## src/rtl/alarm_pkg.sv

```systemverilog
// -----------------------------------------------------------------------------
// alarm_pkg
// Shared types and constants for the alarm clock front-panel sequencer:
//   - edit FSM state, snooze scheduler state and load target enums
//   - BCD digit maxima for the 24-hour HH:MM fields
//   - digit_step / h0_limit helpers for wrapping increment/decrement
// -----------------------------------------------------------------------------
package alarm_pkg;

  typedef enum logic [2:0] {
    ST_IDLE    = 3'd0,
    ST_EDIT_H1 = 3'd1,
    ST_EDIT_H0 = 3'd2,
    ST_EDIT_M1 = 3'd3,
    ST_EDIT_M0 = 3'd4,
    ST_LOAD    = 3'd5
  } edit_state_e;

  typedef enum logic [1:0] {
    SN_QUIET    = 2'd0,
    SN_SNOOZING = 2'd1,
    SN_RINGING  = 2'd2
  } snooze_state_e;

  typedef enum logic {
    TGT_TIME  = 1'b0,
    TGT_ALARM = 1'b1
  } target_e;

  localparam logic [1:0] H1_MAX    = 2'd2;
  localparam logic [3:0] H0_MAX    = 4'd9;
  localparam logic [3:0] H0_MAX_20 = 4'd3;
  localparam logic [3:0] M1_MAX    = 4'd5;
  localparam logic [3:0] M0_MAX    = 4'd9;

  // Wrapping step of one BCD digit inside 0..max. An out-of-range value
  // (possible only after H1 changes underneath H0) snaps back into range.
  function automatic logic [3:0] digit_step(input logic [3:0] cur,
                                            input logic [3:0] max,
                                            input logic       up);
    logic [3:0] res;
    if (up) begin
      res = (cur >= max) ? 4'd0 : cur + 4'd1;
    end else begin
      res = ((cur == 4'd0) || (cur > max)) ? max : cur - 4'd1;
    end
    return res;
  endfunction

  // Upper limit of the H0 digit: 20..23 only when H1 is 2.
  function automatic logic [3:0] h0_limit(input logic [1:0] h1);
    return (h1 == H1_MAX) ? H0_MAX_20 : H0_MAX;
  endfunction

endpackage

```

## src/rtl/snooze_timer.sv

```systemverilog
// -----------------------------------------------------------------------------
// snooze_timer
// Snooze scheduler for the alarm core: QUIET / SNOOZING / RINGING, a snooze
// down-counter and the STOP_al hold window.
// Ports:
//   clk, reset       : 10 Hz clock, asynchronous active-high reset
//   btn_snooze_i     : snooze button pulse
//   btn_stop_i       : stop button pulse
//   alarm_in_i       : Alarm output of the clock core
//   stop_al_o        : STOP_al strobe to the core, held LD_HOLD cycles
//   snooze_ring_o    : high once the snooze delay has elapsed
// -----------------------------------------------------------------------------
module snooze_timer
  import alarm_pkg::*;
#(
  parameter int LD_HOLD      = 12,
  parameter int SNOOZE_TICKS = 3000
) (
  input  logic clk,
  input  logic reset,
  input  logic btn_snooze_i,
  input  logic btn_stop_i,
  input  logic alarm_in_i,
  output logic stop_al_o,
  output logic snooze_ring_o
);

  localparam int HOLD_W = $clog2(LD_HOLD + 1);
  localparam int CNT_W  = $clog2(SNOOZE_TICKS + 1);
  localparam logic [HOLD_W-1:0] HOLD_INIT = HOLD_W'(LD_HOLD);
  localparam logic [HOLD_W-1:0] HOLD_ONE  = HOLD_W'(1);
  localparam logic [CNT_W-1:0]  CNT_INIT  = CNT_W'(SNOOZE_TICKS);
  localparam logic [CNT_W-1:0]  CNT_ONE   = CNT_W'(1);

  snooze_state_e     state_q;
  logic [CNT_W-1:0]  cnt_q;
  logic [HOLD_W-1:0] hold_q;
  logic              stop_al_q;
  logic              snooze_ring_q;

  logic ring_s;
  logic stop_ev_s;
  logic snooze_ev_s;

  assign ring_s      = alarm_in_i | snooze_ring_q;
  // Stop is honoured whenever something rings or a snooze is pending.
  assign stop_ev_s   = btn_stop_i & (ring_s | (state_q == SN_SNOOZING));
  // Stop beats snooze when both arrive together.
  assign snooze_ev_s = btn_snooze_i & ~btn_stop_i & ring_s;

  // Snooze scheduler state and down-counter.
  always_ff @(posedge clk or posedge reset) begin
    if (reset) begin
      state_q       <= SN_QUIET;
      cnt_q         <= '0;
      snooze_ring_q <= 1'b0;
    end else if (stop_ev_s) begin
      state_q       <= SN_QUIET;
      cnt_q         <= '0;
      snooze_ring_q <= 1'b0;
    end else if (snooze_ev_s) begin
      state_q       <= SN_SNOOZING;
      cnt_q         <= CNT_INIT;
      snooze_ring_q <= 1'b0;
    end else begin
      case (state_q)
        SN_SNOOZING: begin
          // Reaching 0 happens exactly SNOOZE_TICKS edges after the load.
          if (cnt_q > CNT_ONE) begin
            cnt_q <= cnt_q - CNT_ONE;
          end else begin
            cnt_q         <= '0;
            state_q       <= SN_RINGING;
            snooze_ring_q <= 1'b1;
          end
        end
        SN_QUIET, SN_RINGING: begin
          state_q <= state_q;
        end
        default: begin
          state_q       <= SN_QUIET;
          cnt_q         <= '0;
          snooze_ring_q <= 1'b0;
        end
      endcase
    end
  end

  // STOP_al hold window; any new stop/snooze event restarts the count.
  always_ff @(posedge clk or posedge reset) begin
    if (reset) begin
      hold_q    <= '0;
      stop_al_q <= 1'b0;
    end else if (stop_ev_s | snooze_ev_s) begin
      hold_q    <= HOLD_INIT;
      stop_al_q <= 1'b1;
    end else if (hold_q > HOLD_ONE) begin
      hold_q    <= hold_q - HOLD_ONE;
      stop_al_q <= stop_al_q;
    end else begin
      hold_q    <= '0;
      stop_al_q <= 1'b0;
    end
  end

  assign stop_al_o     = stop_al_q;
  assign snooze_ring_o = snooze_ring_q;

endmodule

```

## src/rtl/alarm_set_ctrl.sv

```systemverilog
// -----------------------------------------------------------------------------
// alarm_set_ctrl
// Front-panel sequencer for the 24-hour alarm clock core. Stages HH:MM digits
// from button pulses, then strobes LD_time / LD_alarm for LD_HOLD cycles so the
// core's 1-s domain captures them. Hosts the snooze scheduler.
// Ports:
//   clk, reset                 : 10 Hz clock, asynchronous active-high reset
//   btn_time, btn_alarm        : enter edit (IDLE) / increment, decrement (EDIT)
//   btn_ok, btn_cancel         : advance digit / abandon edit
//   btn_snooze, btn_stop       : snooze scheduler controls
//   alarm_in                   : Alarm output of the core
//   H_in1, H_in0, M_in1, M_in0 : staged BCD digits
//   LD_time, LD_alarm, STOP_al : load / stop strobes to the core
//   edit_pos                   : digit under edit (0=H1 .. 3=M0)
//   busy                       : edit or load in progress
//   ring                       : buzzer drive, alarm_in | snooze ring
// -----------------------------------------------------------------------------
module alarm_set_ctrl
  import alarm_pkg::*;
#(
  parameter int LD_HOLD     = 12,
  parameter int TICKS_PER_S = 10,
  parameter int SNOOZE_S    = 300
) (
  input  logic       clk,
  input  logic       reset,
  input  logic       btn_time,
  input  logic       btn_alarm,
  input  logic       btn_ok,
  input  logic       btn_cancel,
  input  logic       btn_snooze,
  input  logic       btn_stop,
  input  logic       alarm_in,
  output logic [1:0] H_in1,
  output logic [3:0] H_in0,
  output logic [3:0] M_in1,
  output logic [3:0] M_in0,
  output logic       LD_time,
  output logic       LD_alarm,
  output logic       STOP_al,
  output logic [1:0] edit_pos,
  output logic       busy,
  output logic       ring
);

  localparam int HOLD_W = $clog2(LD_HOLD + 1);
  localparam logic [HOLD_W-1:0] HOLD_INIT = HOLD_W'(LD_HOLD);
  localparam logic [HOLD_W-1:0] HOLD_ONE  = HOLD_W'(1);

  edit_state_e       state_q;
  target_e           target_q;
  logic [1:0]        h1_q;
  logic [3:0]        h0_q;
  logic [3:0]        m1_q;
  logic [3:0]        m0_q;
  logic [HOLD_W-1:0] hold_q;
  logic              ld_time_q;
  logic              ld_alarm_q;
  logic [1:0]        edit_pos_q;
  logic              busy_q;

  logic       adj_s;
  logic [3:0] h1_step_s;
  logic [3:0] h0_step_s;
  logic [3:0] m1_step_s;
  logic [3:0] m0_step_s;
  logic [3:0] h0_clamp_s;
  logic       snooze_ring_s;

  // While editing, btn_time steps up and btn_alarm steps down; up wins a tie.
  assign adj_s      = btn_time | btn_alarm;
  assign h1_step_s  = digit_step({2'b00, h1_q}, {2'b00, H1_MAX}, btn_time);
  assign h0_step_s  = digit_step(h0_q, h0_limit(h1_q), btn_time);
  assign m1_step_s  = digit_step(m1_q, M1_MAX, btn_time);
  assign m0_step_s  = digit_step(m0_q, M0_MAX, btn_time);
  // Leaving H1 as 2 must not leave an hour of 24..29 behind.
  assign h0_clamp_s = ((h1_q == H1_MAX) && (h0_q > H0_MAX_20)) ? H0_MAX_20 : h0_q;

  // Edit FSM with staging registers, load hold counter and registered outputs.
  always_ff @(posedge clk or posedge reset) begin
    if (reset) begin
      state_q    <= ST_IDLE;
      target_q   <= TGT_TIME;
      h1_q       <= 2'd0;
      h0_q       <= 4'd0;
      m1_q       <= 4'd0;
      m0_q       <= 4'd0;
      hold_q     <= '0;
      ld_time_q  <= 1'b0;
      ld_alarm_q <= 1'b0;
      edit_pos_q <= 2'd0;
      busy_q     <= 1'b0;
    end else begin
      case (state_q)
        ST_IDLE: begin
          if (btn_time) begin
            state_q    <= ST_EDIT_H1;
            target_q   <= TGT_TIME;
            edit_pos_q <= 2'd0;
            busy_q     <= 1'b1;
          end else if (btn_alarm) begin
            state_q    <= ST_EDIT_H1;
            target_q   <= TGT_ALARM;
            edit_pos_q <= 2'd0;
            busy_q     <= 1'b1;
          end else begin
            state_q <= ST_IDLE;
          end
        end
        ST_EDIT_H1: begin
          if (btn_cancel) begin
            state_q    <= ST_IDLE;
            edit_pos_q <= 2'd0;
            busy_q     <= 1'b0;
          end else if (btn_ok) begin
            state_q    <= ST_EDIT_H0;
            edit_pos_q <= 2'd1;
            h0_q       <= h0_clamp_s;
          end else if (adj_s) begin
            h1_q <= h1_step_s[1:0];
          end else begin
            h1_q <= h1_q;
          end
        end
        ST_EDIT_H0: begin
          if (btn_cancel) begin
            state_q    <= ST_IDLE;
            edit_pos_q <= 2'd0;
            busy_q     <= 1'b0;
          end else if (btn_ok) begin
            state_q    <= ST_EDIT_M1;
            edit_pos_q <= 2'd2;
          end else if (adj_s) begin
            h0_q <= h0_step_s;
          end else begin
            h0_q <= h0_q;
          end
        end
        ST_EDIT_M1: begin
          if (btn_cancel) begin
            state_q    <= ST_IDLE;
            edit_pos_q <= 2'd0;
            busy_q     <= 1'b0;
          end else if (btn_ok) begin
            state_q    <= ST_EDIT_M0;
            edit_pos_q <= 2'd3;
          end else if (adj_s) begin
            m1_q <= m1_step_s;
          end else begin
            m1_q <= m1_q;
          end
        end
        ST_EDIT_M0: begin
          if (btn_cancel) begin
            state_q    <= ST_IDLE;
            edit_pos_q <= 2'd0;
            busy_q     <= 1'b0;
          end else if (btn_ok) begin
            state_q    <= ST_LOAD;
            edit_pos_q <= 2'd0;
            hold_q     <= HOLD_INIT;
            ld_time_q  <= (target_q == TGT_TIME);
            ld_alarm_q <= (target_q == TGT_ALARM);
          end else if (adj_s) begin
            m0_q <= m0_step_s;
          end else begin
            m0_q <= m0_q;
          end
        end
        ST_LOAD: begin
          // Strobe spans the edge that entered LOAD plus LD_HOLD-1 more edges.
          if (hold_q > HOLD_ONE) begin
            hold_q <= hold_q - HOLD_ONE;
          end else begin
            hold_q     <= '0;
            ld_time_q  <= 1'b0;
            ld_alarm_q <= 1'b0;
            busy_q     <= 1'b0;
            state_q    <= ST_IDLE;
          end
        end
        default: begin
          state_q    <= ST_IDLE;
          hold_q     <= '0;
          ld_time_q  <= 1'b0;
          ld_alarm_q <= 1'b0;
          edit_pos_q <= 2'd0;
          busy_q     <= 1'b0;
        end
      endcase
    end
  end

  snooze_timer #(
    .LD_HOLD      (LD_HOLD),
    .SNOOZE_TICKS (SNOOZE_S * TICKS_PER_S)
  ) u_snooze_timer (
    .clk           (clk),
    .reset         (reset),
    .btn_snooze_i  (btn_snooze),
    .btn_stop_i    (btn_stop),
    .alarm_in_i    (alarm_in),
    .stop_al_o     (STOP_al),
    .snooze_ring_o (snooze_ring_s)
  );

  assign H_in1    = h1_q;
  assign H_in0    = h0_q;
  assign M_in1    = m1_q;
  assign M_in0    = m0_q;
  assign LD_time  = ld_time_q;
  assign LD_alarm = ld_alarm_q;
  assign edit_pos = edit_pos_q;
  assign busy     = busy_q;
  assign ring     = alarm_in | snooze_ring_s;

endmodule
```

## config.mk

```make
export PLATFORM = sky130hd
export DESIGN_NAME = alarm_set_ctrl
export DESIGN_NICKNAME = d
export VERILOG_FILES = /design/src/rtl/alarm_pkg.sv /design/src/rtl/snooze_timer.sv /design/src/rtl/alarm_set_ctrl.sv
export SDC_FILE = /design/constraint.sdc
export NUM_CORES = 1
export LEC_CHECK = 0
export ABC_AREA = 1
export CAP_MARGIN = 10
export CELL_PAD_IN_SITES_DETAIL_PLACEMENT = 2
export CELL_PAD_IN_SITES_GLOBAL_PLACEMENT = 2
export CORE_ASPECT_RATIO = 0.6
export CORE_MARGIN = 10
export CORE_UTILIZATION = 30
export CTS_CLUSTER_DIAMETER = 60
export DETAILED_ROUTE_END_ITERATION = 10
export DONT_BUFFER_PORTS = 1
export PLACE_DENSITY_LB_ADDON = 0.1
export SYNTH_ARGS = -nofsm -noshare
export SYNTH_HDL_FRONTEND = slang
export SYNTH_SLANG_ARGS = --single-unit
```

## constraint.sdc

```tcl
create_clock -name clk -period 1.95 [get_ports clk]
set_input_delay 0.39 -clock clk [delete_from_list [all_inputs] [get_ports clk]]
set_output_delay 0.39 -clock clk [all_outputs]
set_load 0.01 [all_outputs]
```

==> impl_metrics.env, run 1 <==
export IMPL_outcome="completed"
export IMPL_grt_busiest_layer="met2"
export IMPL_synth_most_common_cell="nand2_1"
export IMPL_h_tree_depth=2
export IMPL_cts_buffers=5
export IMPL_die_y_um=99.66
export IMPL_use_met3=0.03613
export IMPL_cts_tree="done"
export IMPL_postSynthCellCount=435
export IMPL_ir_drop_mv=0.4833
export IMPL_maxCapViolCount=0
export IMPL_cp_data_arrival_time_ns=2.06
export IMPL_yosys_area_top_type="dfrtp_1"
export IMPL_hold_viol_final=0
export IMPL_drc=0
export IMPL_min_period_ns=1.852
export IMPL_yosysWarnings=0
export IMPL_yosys_top_cells_count="nand2_1, inv_1, dfrtp_1"
export IMPL_crit_path_end_kind="register"
export IMPL_first_global_vias=3159
export IMPL_pin_count=30
export IMPL_drtAntennaViolNets=0
export IMPL_slew_headroom=0.6703
export IMPL_dr_pass1_iters=4
export IMPL_antenna_found_initial=0
export IMPL_syn_num_nets=465
export IMPL_setup_viol=0
export IMPL_overflow=0
export IMPL_grt_pass1_wl_um=16420
export IMPL_synth_top_family_by_area="simple AND/OR/NAND/NOR gates"
export IMPL_synthFlopType="dfrtp_1"
export IMPL_synth_xor_area_share=0.03036
export IMPL_drv_slew=0
export IMPL_dp_cells=584
export IMPL_cp_top_family="simple AND/OR/NAND/NOR gates"
export IMPL_seq_area_frac_synth=0.3628
export IMPL_clock_sinks=46
export IMPL_path_class="register to register"
export IMPL_die_area_mm2=0.01523
export IMPL_rows=28
export IMPL_final_period_utilization=0.9495
export IMPL_grtUsageTotal=0.1310
export IMPL_finClkSkew_ns=0.001929
export IMPL_async_reset_ff_frac=1.000
export IMPL_cts_buffer_depth=2
export IMPL_cp_start_kind="register"
export IMPL_worstMarginPinSlew_ns=0.4938
export IMPL_final_setup_tns_ns=0
export IMPL_num_vias=2890
export IMPL_critPathMostFrequentCell="nand2_1"
export IMPL_start_util=0.3145
export IMPL_synth_compound_area_frac=0.1321
export IMPL_coreArea_mm2=0.01009
export IMPL_critPathMaxStageDelay_ns=0.36
export IMPL_p_leak_nw=1.809
export IMPL_worst_path_buf_inv=2
export IMPL_hold_path_class="input pin to async pin"
export IMPL_drive_above_1_share=0.1557
export IMPL_gr_usage_met1=0.1792
export IMPL_root_buffer="clkbuf_16"
export IMPL_fillers=1206
export IMPL_grt_max_degree=27
export IMPL_cp_max_fo=3
export IMPL_required_ns=2.16
export IMPL_cp_slowest_cell="dfrtp_1"
export IMPL_dr_first_iter_drc_count=106
export IMPL_max_freq_ghz=0.5401
export IMPL_area_delta_synth_final_pct=14.91
export IMPL_ys_types=39
export IMPL_grt_util_met2=0.1985
export IMPL_fin_nets=487
export IMPL_synth_edff_count=0
export IMPL_cp_cell_sequence="inv_2 -> ha_4 -> ha_1 -> inv_1 -> nor2_1 -> nand2_1 -> nand2_2 -> nand2_2 -> nand2_2 -> nand2_1 -> nand2_1 -> nand2_1 -> a21oi_1"
export IMPL_chipWidth_um=152.8
export IMPL_synth_mux_area_fraction=0
export IMPL_diodes=0
export IMPL_vias_per_cell=4.890
export IMPL_synth_adder_area_share=0.08281
export IMPL_wirelength_um=9963
export IMPL_ys_ff_latch=46
export IMPL_synthTopCellsByArea="dfrtp_1, nand2_1, ha_1"
export IMPL_synth_avg_cell_area_um2=7.294
export IMPL_place_gp_congestion=0.7773
export IMPL_fin_cells=591
export IMPL_routedWlPerCell_um=16.86
export IMPL_clk_pin_slew_ns=0.06
export IMPL_syn_area_mm2=0.003173
export IMPL_synth_top_cell_area_share=0.3628
export IMPL_pwr_density_cell_mw_per_mm2=1598
export IMPL_hpwl_um=7917
export IMPL_clkLatencyLatePin_ns=0.29
export IMPL_io_buffers=0
export IMPL_synthSimpleGateAreaFrac=0.3131
[kinds of logic (layout without fill, tap and decap cells)]
group,after synthesis,count (layout)
AOI/OAI and AO/OA,64,64
xor gates and xnor gates,11,11
adders and majority gates,21,21
buffers and inverters,63,84
DFF,46,46
and+or+nand+nor,230,230
[metal layers]
metal | share of wire | vias to the layer above
li1 | - | 1425
met5 | 0 | -
met2 | 0.42 | 36
met4 | 0.0089 | 0
met1 | 0.53 | 1422
met3 | 0.045 | 7
[metrics by stage]
step	utilization	setup slack [ns]	area (µm²)	hold WS [ns]	power [mW]
floorplan	-	0.1829	3173	0.4507	3.871
global placement	0.3434	0.1080	3465	0.3303	4.734
detailed placement	0.3434	-0.05385	3465	0.3411	4.898
CTS	0.3576	0.01810	3608	0.02182	5.822
global route	0.3614	-0.06002	3646	0.03544	6.472
finish	0.3614	0.09850	3646	0.001160	5.825
[layout by cell type (no fill, tap or decap), types with 8 or more instances in the layout]
cell,instances
nand2_1,127
inv_1,50
dfrtp_1,46
nor2_1,45
o21ai_0,30
nand3_1,26
ha_1,19
buf_4,19
xor2_1,10
nand2_2,8
[registers in the layout, summed over array words and instances, names as in the netlist, 2 cells and up]
register               count
H_in1                      2
u_snooze_timer.hold_q      4
H_in0                      4
hold_q                     4
state_q                    3
u_snooze_timer.cnt_q      12
M_in0                      4
edit_pos                   2
M_in1                      4
[worst paths after layout]
path,from,to,slack (ns),cells past startpoint
worst max-delay path,H_in1[0],H_in0[1],0.1,13
worst min register to register,u_snooze_timer.hold_q[0],u_snooze_timer.hold_q[0],0.51,1
max in group asynchronous,reset,u_snooze_timer.cnt_q[0],1.43,2
min in group clk,btn_ok,state_q[1],0.20,1
worst max register to register,H_in1[0],H_in0[1],0.1,13
worst min-delay path,reset,u_snooze_timer.cnt_q[8],0.001,1
[where the power goes]
part / internal, mW / switching [mW] / total (mW)
sequential: 1.33 / 0.425 / 1.76
clock: 0.497 / 0.370 / 0.866
combinational: 1.14 / 2.06 / 3.20
total: 2.97 / 2.85 / 5.83
[repair_timing]
| action | in CTS | in global routing |
|---|---|---|
| hold buffers | 0 | 0 |
| pin swaps | 0 | 1 |
| buffers inserted | 0 | 1 |
| gates cloned | 0 | 0 |
| gates resized for setup | 3 | 5 |
| setup endpoints to repair | 3 | 4 |
[layout make-up]
type / count / area [µm²] / share of cell area
sequential: 46 / 1151 / 0.3157
tap: 135 / 168.9 / 0.04633
multi-input combinational: 326 / 1807 / 0.4955
inverter: 58 / 217.7 / 0.05971
clock buffer: 6 / 138.9 / 0.03809
timing repair buffer: 20 / 162.7 / 0.04461
Power figures use the tool's default switching activity.
==> run 2, diff against run 1 <==
--- a/config.mk
+++ b/config.mk
@@ -16,6 +16,7 @@
 export DETAILED_ROUTE_END_ITERATION = 10
 export DONT_BUFFER_PORTS = 1
 export PLACE_DENSITY_LB_ADDON = 0.1
+export RECOVER_POWER = 100
 export SYNTH_ARGS = -nofsm -noshare
 export SYNTH_HDL_FRONTEND = slang
 export SYNTH_SLANG_ARGS = --single-unit
==> run 2 against run 1 <==
  * Clock power barely moved
  * Die area unchanged
  * Maximum frequency increased by 0.60%
  * Register-to-register slack about the same
  * Setup slack gained 0.011 ns
  * Hold slack better by 0.15 ns
  * Highest routed layer unchanged
  * Non-clock buffer count unchanged
  * Routed wire length about the same
  * Via count is 0.42% higher
  * Design area decreased by 2.6%
==> impl_metrics.env, run 2 (synthesis gave the netlist of run 1 again) <==
export IMPL_root_buffer="clkbuf_16"
export IMPL_worstMarginPinSlew_ns=0.8303
export IMPL_outcome="completed"
export IMPL_utilization=0.3519
export IMPL_largest_reg_flops=12
export IMPL_pwr_density_cell_mw_per_mm2=1599
export IMPL_cts_buffer_depth=2
export IMPL_io_buffers=0
export IMPL_clock_sinks=46
export IMPL_num_vias=2902
export IMPL_maxCapViolCount=0
export IMPL_cp_start_kind="register"
export IMPL_p_leak_nw=1.760
export IMPL_start_util=0.3145
export IMPL_critPathMostFrequentCell="nand2_1"
export IMPL_layout_common_cells="nand2_1, inv_1, nor2_1"
export IMPL_register_area_mm2=0.001151
export IMPL_pin_count=30
export IMPL_hpwl_um=7917
export IMPL_critPathMaxStageDelay_ns=0.36
export IMPL_multi_input_area_mm2=0.001760
export IMPL_fillers=1232
export IMPL_max_freq_ghz=0.5433
export IMPL_first_global_vias=3159
export IMPL_slew_headroom=0.4459
export IMPL_drtAntennaViolNets=0
export IMPL_setup_viol=0
export IMPL_finClkSkew_ns=0.002315
export IMPL_drv_slew=0
export IMPL_routedWlPerCell_um=16.87
export IMPL_area_delta_synth_final_pct=11.91
export IMPL_cts_tree="done"
export IMPL_clk_pin_slew_ns=0.06
export IMPL_h_tree_depth=2
export IMPL_chipWidth_um=152.8
export IMPL_drive_above_1_share=0.1031
export IMPL_coreArea_mm2=0.01009
export IMPL_whs_ns=0.1466
export IMPL_drc=0
export IMPL_rows=28
export IMPL_cp_data_arrival_time_ns=2.05
export IMPL_largest_register="u_snooze_timer.cnt_q"
export IMPL_grtUsageTotal=0.1310
export IMPL_antenna_found_initial=0
export IMPL_dr_first_iter_drc_count=108
export IMPL_required_ns=2.16
export IMPL_ir_drop_mv=0.4819
export IMPL_crit_path_end_kind="register"
export IMPL_ff2ff_path_depth=13
export IMPL_wirelength_um=9968
export IMPL_die_y_um=99.66
export IMPL_min_period_ns=1.841
export IMPL_cts_buffers=5
export IMPL_path_class="register to register"
export IMPL_final_common_cell="nand2_1"
export IMPL_place_gp_congestion=0.7773
export IMPL_vias_per_cell=4.910
export IMPL_hold_viol_final=0
export IMPL_dr_pass1_iters=4
export IMPL_final_period_utilization=0.9439
export IMPL_cp_slowest_cell="dfrtp_1"
export IMPL_cp_max_fo=3
export IMPL_overflow=0
export IMPL_clkLatencyLatePin_ns=0.29
export IMPL_hold_path_class="input pin to async pin"
export IMPL_grt_pass1_wl_um=16420
export IMPL_die_area_mm2=0.01523
export IMPL_grt_max_degree=27
export IMPL_diodes=0
export IMPL_cp_cell_sequence="inv_2 -> ha_4 -> ha_1 -> inv_1 -> nor2_1 -> nand2_1 -> nand2_2 -> nand2_2 -> nand2_2 -> nand2_1 -> nand2_1 -> nand2_1 -> a21oi_1"
export IMPL_fin_nets=487
==> run 2: power breakdown <==
part | internal (mW) | switching [mW] | leakage, nW | total (mW)
clock | 0.497 | 0.372 | 0.0688 | 0.868
combinational | 1.05 | 2.01 | 1.12 | 3.06
sequential | 1.33 | 0.419 | 0.568 | 1.75
==> run 2: per-layer routing <==
layer / vias up / wire length (µm) / part of all wire / global-route usage
li1: 1425 / - / - / -
met1: 1435 / 5313 / 0.53 / 0.1792
met2: 35 / 4135 / 0.41 / 0.1985
met3: 7 / 431 / 0.043 / 0.03613
met4: 0 / 89 / 0.0089 / 0.03285
met5: - / 0 / 0 / 0
==> run 2: worst paths after layout <==
check,start,end,slack (ns)
max in group asynchronous,reset,u_snooze_timer.cnt_q[0],0.61
hold reg to reg,u_snooze_timer.hold_q[0],u_snooze_timer.hold_q[0],0.51
setup / recovery,H_in1[0],H_in0[1],0.11
hold / removal,reset,u_snooze_timer.cnt_q[8],0.15
setup reg to reg,H_in1[0],H_in0[1],0.11
min in group clk,btn_ok,state_q[1],0.20
==> run 2: metrics by stage <==
step	worst slack, ns	instances	power (mW)	setup TNS [ns]	cell area [µm²]
floorplan	0.1829	435	3.871	0	3173
global placement	0.1080	584	4.734	0	3465
detailed placement	-0.05385	584	4.898	-0.1058	3465
CTS	0.01810	590	5.822	0	3608
global route	-0.06442	591	6.318	-0.1614	3551
finish	0.1095	591	5.678	0	3551
==> run 2: critical path, delay by kind of cell, from the launching register on <==
| kind | cells | cell delay (ns) |
|---|---|---|
| buf+inv | 2 | 0.13 |
| fa+ha+maj | 2 | 0.47 |
| simple gates | 8 | 0.67 |
| compound gates | 1 | 0.13 |
| flops | 1 | 0.36 |
==> run 2: area by class of cell <==
cell class              count  share of cell area
clock buffers               6             0.03911
inverters                  58             0.06131
multi-input cells         326              0.4958
flip-flops and latches     46              0.3242
well taps                 135             0.04757
repair buffers             20             0.03206
==> run 2: repair_timing <==
action                     in CTS  in global routing
setup endpoints to repair       3                  4
cloned                          0                  0
buffers inserted                0                  1
gates resized for setup         3                  5
hold buffers                    0                  0
pin swaps                       0                  1
